`config.mk`:
```
export PLATFORM = sky130hd
export DESIGN_NAME = serial_sub48_flat
export DESIGN_NICKNAME = d
export VERILOG_FILES = /design/src/rtl/sub48_pkg.sv /design/src/rtl/serial_sub48_if.sv /design/src/rtl/sub_digit.sv /design/src/rtl/serial_sub48.sv /design/src/flat_wrapper.sv
export SDC_FILE = /design/constraint.sdc
export NUM_CORES = 1
export LEC_CHECK = 0
export ABC_AREA = 1
export CAP_MARGIN = 20
export CORE_MARGIN = 2
export CORE_UTILIZATION = 57
export CTS_BUF_LIST = sky130_fd_sc_hd__clkbuf_2
export CTS_CLUSTER_DIAMETER = 200
export DETAILED_ROUTE_END_ITERATION = 10
export GPL_TIMING_DRIVEN = 0
export MAX_ROUTING_LAYER = met4
export PLACE_DENSITY = 0.94
export SLEW_MARGIN = 20
export SYNTH_ARGS = -nofsm -noshare
export SYNTH_HDL_FRONTEND = slang
export SYNTH_SLANG_ARGS = --single-unit
```
`constraint.sdc`:
```
create_clock -name clk -period 11.9 [get_ports clk]
set_clock_uncertainty 0.15 [all_clocks]
set_input_delay 2.38 -clock clk [delete_from_list [all_inputs] [get_ports clk]]
set_output_delay 2.38 -clock clk [all_outputs]
set_load 0.005 [all_outputs]
```
`src/rtl/sub48_pkg.sv`:
```
// Shared types and helpers for the digit-serial subtractor family.
package sub48_pkg;
   localparam int WIDTH_DEF   = 48;
   localparam int DIGIT_W_DEF = 4;

   typedef enum logic [1:0] {IDLE, RUN, DONE} state_t;

   function automatic int clog2(input int n);
      int w;
      w = 0;
      while ((1 << w) < n) w++;
      return w;
   endfunction
endpackage

```
`src/rtl/serial_sub48_if.sv`:
```
// Operand/result handshake bundle; ovf exists only when SUB_OVF_EN is defined.
interface serial_sub48_if import sub48_pkg::*; #(parameter int WIDTH = WIDTH_DEF) ();
   logic             in_valid;
   logic             in_ready;
   logic [WIDTH-1:0] a;
   logic [WIDTH-1:0] b;
   logic             out_valid;
   logic             out_ready;
   logic [WIDTH-1:0] diff;
   logic             borrow;
`ifdef SUB_OVF_EN
   logic             ovf;

   modport slave (input in_valid, a, b, out_ready,
                  output in_ready, out_valid, diff, borrow, ovf);
   modport master (output in_valid, a, b, out_ready,
                   input in_ready, out_valid, diff, borrow, ovf);
`else
   modport slave (input in_valid, a, b, out_ready,
                  output in_ready, out_valid, diff, borrow);
   modport master (output in_valid, a, b, out_ready,
                   input in_ready, out_valid, diff, borrow);
`endif
endinterface

```
`src/rtl/sub_digit.sv`:
```
// Combinational DIGIT_W-bit subtract cell: full-adder chain on a + ~b + ~bin.
module sub_digit #(
   parameter int DIGIT_W = 4
) (
   input  logic [DIGIT_W-1:0] a_dig,
   input  logic [DIGIT_W-1:0] b_dig,
   input  logic               bin,
   output logic [DIGIT_W-1:0] d,
   output logic               bout
);
   logic [DIGIT_W:0]   w_c;
   logic [DIGIT_W-1:0] w_nb;

   assign w_nb   = ~b_dig;
   assign w_c[0] = ~bin;

   for (genvar i = 0; i < DIGIT_W; i++) begin : g_fa
      assign d[i]     = a_dig[i] ^ w_nb[i] ^ w_c[i];
      assign w_c[i+1] = (a_dig[i] & w_nb[i]) | (w_c[i] & (a_dig[i] ^ w_nb[i]));
   end

   // a carry out of the chain means no borrow was needed
   assign bout = ~w_c[DIGIT_W];
endmodule

```
`src/rtl/serial_sub48.sv`:
```
// Digit-serial a - b, LSB digit first; SUB_OVF_EN adds a registered signed-overflow flag.
// IDLE | accepting operands;  RUN | one digit per clk;  DONE | result held until out_ready
module serial_sub48 import sub48_pkg::*; #(
   parameter int WIDTH   = WIDTH_DEF,
   parameter int DIGIT_W = DIGIT_W_DEF
) (
   input  logic          clk,
   input  logic          rst,
   serial_sub48_if.slave s_if
);
   localparam int N     = WIDTH / DIGIT_W;
   localparam int CNT_W = (clog2(N) < 1) ? 1 : clog2(N);
   localparam logic [CNT_W-1:0] LAST = CNT_W'(N - 1);

   if ((WIDTH % DIGIT_W) != 0) begin : g_bad_digit
      $error("serial_sub48: DIGIT_W must divide WIDTH");
   end

   state_t             r_state;
   logic [WIDTH-1:0]   r_a;
   logic [WIDTH-1:0]   r_b;
   logic [WIDTH-1:0]   r_diff;
   logic [CNT_W-1:0]   r_cnt;
   logic               r_borrow_q;
   logic               r_in_ready;
   logic               r_out_valid;
   logic [DIGIT_W-1:0] w_d;
   logic               w_bout;
   logic [WIDTH-1:0]   w_d_top;

   sub_digit #(.DIGIT_W(DIGIT_W)) u_digit (
      .a_dig (r_a[DIGIT_W-1:0]),
      .b_dig (r_b[DIGIT_W-1:0]),
      .bin   (r_borrow_q),
      .d     (w_d),
      .bout  (w_bout)
   );

   assign w_d_top = WIDTH'(w_d) << (WIDTH - DIGIT_W);

`ifdef SUB_OVF_EN
   logic r_a_msb;
   logic r_b_msb;
   logic r_ovf;

   always_ff @(posedge clk or posedge rst) begin
      if (rst) begin
         r_a_msb <= 1'b0;
         r_b_msb <= 1'b0;
         r_ovf   <= 1'b0;
      end else if (r_state == IDLE && r_in_ready && s_if.in_valid) begin
         r_a_msb <= s_if.a[WIDTH-1];
         r_b_msb <= s_if.b[WIDTH-1];
         r_ovf   <= 1'b0;
      end else if (r_state == RUN && r_cnt == LAST) begin
         // the last digit's top bit becomes diff[WIDTH-1]
         r_ovf <= (r_a_msb != r_b_msb) && (w_d[DIGIT_W-1] != r_a_msb);
      end
   end

   assign s_if.ovf = r_ovf;
`endif

   always_ff @(posedge clk or posedge rst) begin
      if (rst) begin
         r_state     <= IDLE;
         r_a         <= '0;
         r_b         <= '0;
         r_diff      <= '0;
         r_cnt       <= '0;
         r_borrow_q  <= 1'b0;
         r_in_ready  <= 1'b1;
         r_out_valid <= 1'b0;
      end else begin
         case (r_state)
            IDLE: begin
               if (r_in_ready && s_if.in_valid) begin
                  r_a        <= s_if.a;
                  r_b        <= s_if.b;
                  r_cnt      <= '0;
                  r_borrow_q <= 1'b0;
                  r_in_ready <= 1'b0;
                  r_state    <= RUN;
               end
            end
            RUN: begin
               r_a        <= r_a >> DIGIT_W;
               r_b        <= r_b >> DIGIT_W;
               r_diff     <= (r_diff >> DIGIT_W) | w_d_top;
               r_borrow_q <= w_bout;
               r_cnt      <= r_cnt + 1'b1;
               if (r_cnt == LAST) begin
                  r_out_valid <= 1'b1;
                  r_state     <= DONE;
               end
            end
            DONE: begin
               if (s_if.out_ready) begin
                  r_out_valid <= 1'b0;
                  r_in_ready  <= 1'b1;
                  r_state     <= IDLE;
               end
            end
            default: r_state <= IDLE;
         endcase
      end
   end

   assign s_if.in_ready  = r_in_ready;
   assign s_if.out_valid = r_out_valid;
   assign s_if.diff      = r_diff;
   assign s_if.borrow    = r_borrow_q;
endmodule

```
`src/flat_wrapper.sv`:
```
// flat-port wrapper written by rule: the top's interface ports become plain ports
module serial_sub48_flat import sub48_pkg::*;
#(
   parameter int WIDTH   = WIDTH_DEF,
   parameter int DIGIT_W = DIGIT_W_DEF
)
  (clk, rst, s_if_in_valid, s_if_a, s_if_b, s_if_out_ready, s_if_in_ready, s_if_out_valid, s_if_diff, s_if_borrow);
  serial_sub48_if #(.WIDTH(WIDTH)) s_if_i ();
  input  logic clk;
  input  logic rst;
  input wire logic [$bits(s_if_i.in_valid)-1:0] s_if_in_valid;
  input wire logic [$bits(s_if_i.a)-1:0] s_if_a;
  input wire logic [$bits(s_if_i.b)-1:0] s_if_b;
  input wire logic [$bits(s_if_i.out_ready)-1:0] s_if_out_ready;
  output wire logic [$bits(s_if_i.in_ready)-1:0] s_if_in_ready;
  output wire logic [$bits(s_if_i.out_valid)-1:0] s_if_out_valid;
  output wire logic [$bits(s_if_i.diff)-1:0] s_if_diff;
  output wire logic [$bits(s_if_i.borrow)-1:0] s_if_borrow;
  assign s_if_i.in_valid = s_if_in_valid;
  assign s_if_i.a = s_if_a;
  assign s_if_i.b = s_if_b;
  assign s_if_i.out_ready = s_if_out_ready;
  assign s_if_in_ready = s_if_i.in_ready;
  assign s_if_out_valid = s_if_i.out_valid;
  assign s_if_diff = s_if_i.diff;
  assign s_if_borrow = s_if_i.borrow;
  serial_sub48 #(.WIDTH(WIDTH), .DIGIT_W(DIGIT_W)) u_core (.clk(clk), .rst(rst), .s_if(s_if_i));
endmodule
```
=== Yosys cells after proc, flatten, opt, wreduce, memory -nomap -nowiden ===
Cells that the tools add are included.

* Output and inout port bits: 51
* Register bits: 153
* Bits of input ports: 100

* Bitwise gates (word level): 24
* Multiplexer cells: 17
* Reduce and logical (&&, ||, !) cells: 9
* Equal/unequal tests: 6
* Add/subtract/negate cells: 1

{| class="wikitable"
|+ Operator list
! kind !! number
|-
| 48-bit case mux with 2 select lines || 2
|-
| 48-bit two-way mux || 2
|-
| 44-bit by 48-bit bitwise OR with 48-bit output || 1
|-
| 3-bit AND reduction || 3
|-
| 1-bit bitwise AND || 8
|-
| 4-bit case mux with 2 select lines || 1
|-
| 1-bit bitwise XOR || 8
|-
| 2-bit two-way mux || 3
|-
| 1-bit case mux with 2 select lines || 3
|-
| 2-bit case mux with 3 select lines || 1
|-
| 2-bit nonzero test || 3
|-
| 4-bit by 1-bit adder with 4-bit output (second input constant) || 1
|-
| 4-bit == test (second input constant) || 1
|-
| 1-bit two-way mux || 4
|-
| 4-bit two-way mux || 1
|-
| 2-bit by 1-bit != test with 1-bit output (second input constant) || 2
|-
| 4-bit inverter || 1
|-
| 1-bit bitwise OR || 4
|-
| 2-bit by 1-bit == test with 1-bit output (second input constant) || 1
|-
| 2-bit == test (second input constant) || 1
|-
| 2-bit logical NOT || 1
|-
| 2-bit != test (second input constant) || 1
|-
| 1-bit inverter || 2
|-
| 2-bit AND reduction || 1
|-
| 1-bit logical AND || 1
|}

=== Depth between registers and ports, before layout ===
* Depth after elaboration: 12
* Mapped depth: 9
* Depth with buffers taken out: 9

=== Hierarchy ===
A second synthesis with hierarchy kept.

* Cell total of the unflattened synthesis: 970
* Area, all modules: 7344.5 um^2

{| class="wikitable"
|+ Modules (own cells, without submodules)
! module !! cells an instance !! times used !! area an instance (um^2)
|-
| serial_sub48 || 958 || 1 || 7234.4
|-
| sub_digit || 12 || 1 || 110.1
|}

=== Least setup slack after synthesis ===
OpenSTA, ideal clock, no wires.

* Path kind: in2reg
* From: in s_if_in_valid
* To: reg u_core.r_a[10]
* Setup slack: 8553 ps
* Required time: 11634 ps
* Buffers on the path: 2
* Stages on the path: 8
* Arrival: 3081 ps
* Cells stage by stage: nand2_1 > inv_1 > nand2_1 > nand2_2 > buf_4 > buf_4 > nand2_1 > nand2_1

* Word-level cells in the longest chain between the ends: 3

{| class="wikitable"
|+ Ends and longest elaborated chain
! what !! line !! text
|-
| start: declaration || flat_wrapper.sv:11 || <nowiki>input wire logic [$bits(s_if_i.in_valid)-1:0] s_if_in_valid;</nowiki>
|-
| 1-bit logical AND || serial_sub48.sv:77 || <nowiki>if (r_in_ready && s_if.in_valid) begin</nowiki>
|-
| 2-bit by 1-bit != test with 1-bit output (no source line) || -- ||
|-
| 2-bit AND reduction (no source line) || -- ||
|-
| end signal: assignment || serial_sub48.sv:78 || <nowiki>r_a <= s_if.a;</nowiki>
|-
| end signal: assignment || serial_sub48.sv:87 || <nowiki>r_a <= r_a >> DIGIT_W;</nowiki>
|-
| end: declaration || serial_sub48.sv:20 || <nowiki>logic [WIDTH-1:0] r_a;</nowiki>
|}

No other way between the ends.
A chain may end at the register's enable or synchronous reset.

=== Worst setup path after layout ===
* From: reg u_core.r_in_ready (netlist: u_core.s_if.in_ready)
* To: out s_if_in_ready

{| class="wikitable"
|+ RTL lines
! what !! line !! text
|-
| start: declaration || serial_sub48.sv:25 || <nowiki>logic r_in_ready;</nowiki>
|-
| start signal: assignment || serial_sub48.sv:72 || <nowiki>r_in_ready <= 1'b1;</nowiki>
|-
| start signal: assignment || serial_sub48.sv:82 || <nowiki>r_in_ready <= 1'b0;</nowiki>
|-
| start signal: assignment || serial_sub48.sv:100 || <nowiki>r_in_ready <= 1'b1;</nowiki>
|-
| end: declaration || flat_wrapper.sv:15 || <nowiki>output wire logic [$bits(s_if_i.in_ready)-1:0] s_if_in_ready;</nowiki>
|}

No word-level cell between the ends.

==> flow_metrics.env <==
export IMPL_run_status="complete, no violations"
export IMPL_critical_path_slowest_cell="dfstp_2"
export IMPL_routabilityCongestion=0.888
export IMPL_unrepaired_setup_endpoints_after_global_routing="false"
export IMPL_crit_path_end_kind="output port"
export IMPL_worstPathArrival_ps=1810
export IMPL_design_die_area_sq_um=13800
export IMPL_p_leak_uw=0.00507
export IMPL_worstSetupStartpointType="flop"
export IMPL_place_port_buffers=150
export IMPL_clock_insertion_delay_worst_skew_ps=740
export IMPL_count_of_cells_along_the_worst_hold_path=2
export IMPL_initial_antenna_violation_count=0
export IMPL_cts_post_setup_buffers_inserted=0
export IMPL_clk_path_buf_depth=2
export IMPL_cts_buffers_inserted=17
export IMPL_final_core_utilization=0.739
export IMPL_seq_cells_post_synth=153
export IMPL_resized_after_cts=0
export IMPL_layout_stage_area_growth_over_the_synthesis_result_pct=27.0
export IMPL_ff2ff_setup_slack_ps=9300
export IMPL_totalNegativeSetupSlack_ps=0
export IMPL_vias=7228
export IMPL_cts_tree="built"
export IMPL_maxSlewViolCount=0
export IMPL_final_min_period_over_clock_period=0.364
export IMPL_critPathTopFamily="flip-flops"
export IMPL_synth_distinct_cells=19
export IMPL_slew_headroom=0.653
export IMPL_finalWorstPathRequiredPeriod_ps=4340
export IMPL_irDropWorstVdd_mv=0.134
export IMPL_crit_path_max_incr_delay_ps=590
export IMPL_cell_by_cell_listing_of_the_critical_path="clkdlybuf4s50_1"
export IMPL_row_count=41
export IMPL_routed_wire_length_per_instance_um=14.5
export IMPL_yosysWarnings=0
export IMPL_dieWidth_um=118
export IMPL_fp_coreArea_sq_um=12600
export IMPL_synth_area_sq_um=7340
export IMPL_drt_pass1_iterations=7
export IMPL_post_cts_hold_buffer_count=0
export IMPL_io_pins=151
export IMPL_synth_net_count=1081
export IMPL_layout_area_seq_sq_um=3830
export IMPL_first_global_vias=6767
export IMPL_synth_top_cell_area_share=0.518
export IMPL_power_density_nw_per_um2=248
export IMPL_hpwlAfterDp_mm=13.6
export IMPL_hp_class="reg -> reg"
export IMPL_synthDominantAreaCellType="dfrtp_1"
export IMPL_detail_route_antenna_nets=0
export IMPL_clock_sink_count=153
export IMPL_finalHoldViolCount=0
export IMPL_die_y_um=118
export IMPL_drc_errors=0
export IMPL_layout_filler_cells=957
export IMPL_avgSynthCellArea_sq_um=7.53
export IMPL_worst_setup_path_type="reg -> out"
export IMPL_avgViaCountPerCell=5.43
export IMPL_root_buffer_selected_by_cts="clkbuf_2"
export IMPL_detail_route_wirelength_mm=19.3
export IMPL_grt_util_all_layers=0.297
export IMPL_global_route_overflow_total=0
export IMPL_final_net_count=1251
export IMPL_antennaDiodeCount=0
export IMPL_required_ps=9370
export IMPL_maxCapViolCount=0
export IMPL_crit_cells=1
export IMPL_setup_violations_final=0
export IMPL_ys_top_cells_by_area="dfrtp_1, nand2_1, nand3_1"
export IMPL_first_iter_violations=880
export IMPL_placed_cells=1299
export IMPL_cts_reportedPaths_clkPinSlew_ps=210
export IMPL_grt_first_pass_wirelength_mm=32.5
export IMPL_htree_num_levels=4
export IMPL_number_of_buffers_and_inverters_on_the_critical_path=1
export IMPL_worst_slew_pin_slew_ps=521
export IMPL_multi_input_comb_area_sq_um=3090
export IMPL_worst_r2r_cell_count=9
export IMPL_highest_fanout_seen_on_the_critical_path=3
export IMPL_grt_max_degree=84
export IMPL_postSynthCellCount=976
export IMPL_layout_drive_gt1_share=0.0733
export IMPL_starting_density=0.582
export IMPL_synth_sequential_area_ratio=0.521
export IMPL_layout_cells_non_filler=1331
export IMPL_achievable_frequency_ghz=0.231
## cell type report
cell class,instances,share of cell area
buffer,71,0.0382
clock inverter,12,0.0141
tap,172,0.0231
sequential,153,0.411
multi-input combinational,734,0.331
timing repair buffer,151,0.164
clock buffer,20,0.0107
inverter,18,0.00805
## per-layer routing
metal / share of wire / track usage
met4: 0.016 / 0.0753
met2: 0.49 / 0.463
met1: 0.42 / 0.404
met5: 0 / -
met3: 0.076 / 0.0615
## Yosys cell counts (all sizes together)
master,count
buf,49
clkbuf,22
dfrtp,152
dfstp,1
fa,4
ha,1
inv,18
nand2,525
nand3,193
nand4,1
nor2,3
o21ai,4
o22ai,1
or2,2
## layout by cell type (no fill, tap or decap), types with 3 or more instances in the layout
cell / count
o21ai_1: 3
nor2_1: 3
clkbuf_1: 22
clkinv_2: 3
nand3_1: 193
clkinv_1: 5
dfrtp_1: 152
fa_1: 4
buf_4: 9
clkdlybuf4s50_1: 150
buf_2: 39
nand2_1: 523
inv_1: 15
clkbuf_2: 20
bufinv_16: 3
## path summary, 6_finish.rpt
kind | startpoint | to
setup / recovery | u_core.s_if.in_ready | s_if_in_ready
hold / removal | u_core.s_if.diff[3] | u_core.s_if.diff[3]
setup reg to reg | u_core.s_if.borrow | u_core.s_if.borrow
hold reg to reg | u_core.s_if.diff[3] | u_core.s_if.diff[3]
max in group asynchronous | rst | u_core.r_b[17]
min in group asynchronous | rst | u_core.s_if.diff[3]
## where the power goes
part	internal, uW	leakage [uW]	switching, uW
combinational	467	0.00296	685
clock	115	0.000145	180
sequential	734	0.00196	136
total	1320	0.00507	1000
## kinds of logic after synthesis
| family | after synthesis | synth area share |
|---|---|---|
| and+or+nand+nor | 724 | 0.405 |
| DFF | 153 | 0.521 |
| buffers and inverters | 89 | 0.0578 |
| AOI/OAI and AO/OA | 5 | 0.00358 |
| adders and majority gates | 5 | 0.0126 |
## registers in the layout, summed over array words and instances (netlist names)
register and count:
u_core.r_cnt 4, u_core.s_if.out_valid 1, u_core.s_if.in_ready 1, u_core.s_if.borrow 1, u_core.r_a 48, u_core.s_if.diff 48, u_core.r_b 48, u_core.r_state 2
## stage by stage
step                setup WS (ps)  hold slack (ps)  instance area, sq um  power, uW
detailed placement           7740              314                  9100       2020
floorplan                    5250              319                  7340       1610
finish                       7560              358                  9330       2320
CTS                          7540              359                  9330       2310
global route                 7460              384                  9330       2510
global placement             3260              313                  9060       1960
Power figures use the tool's default switching activity.
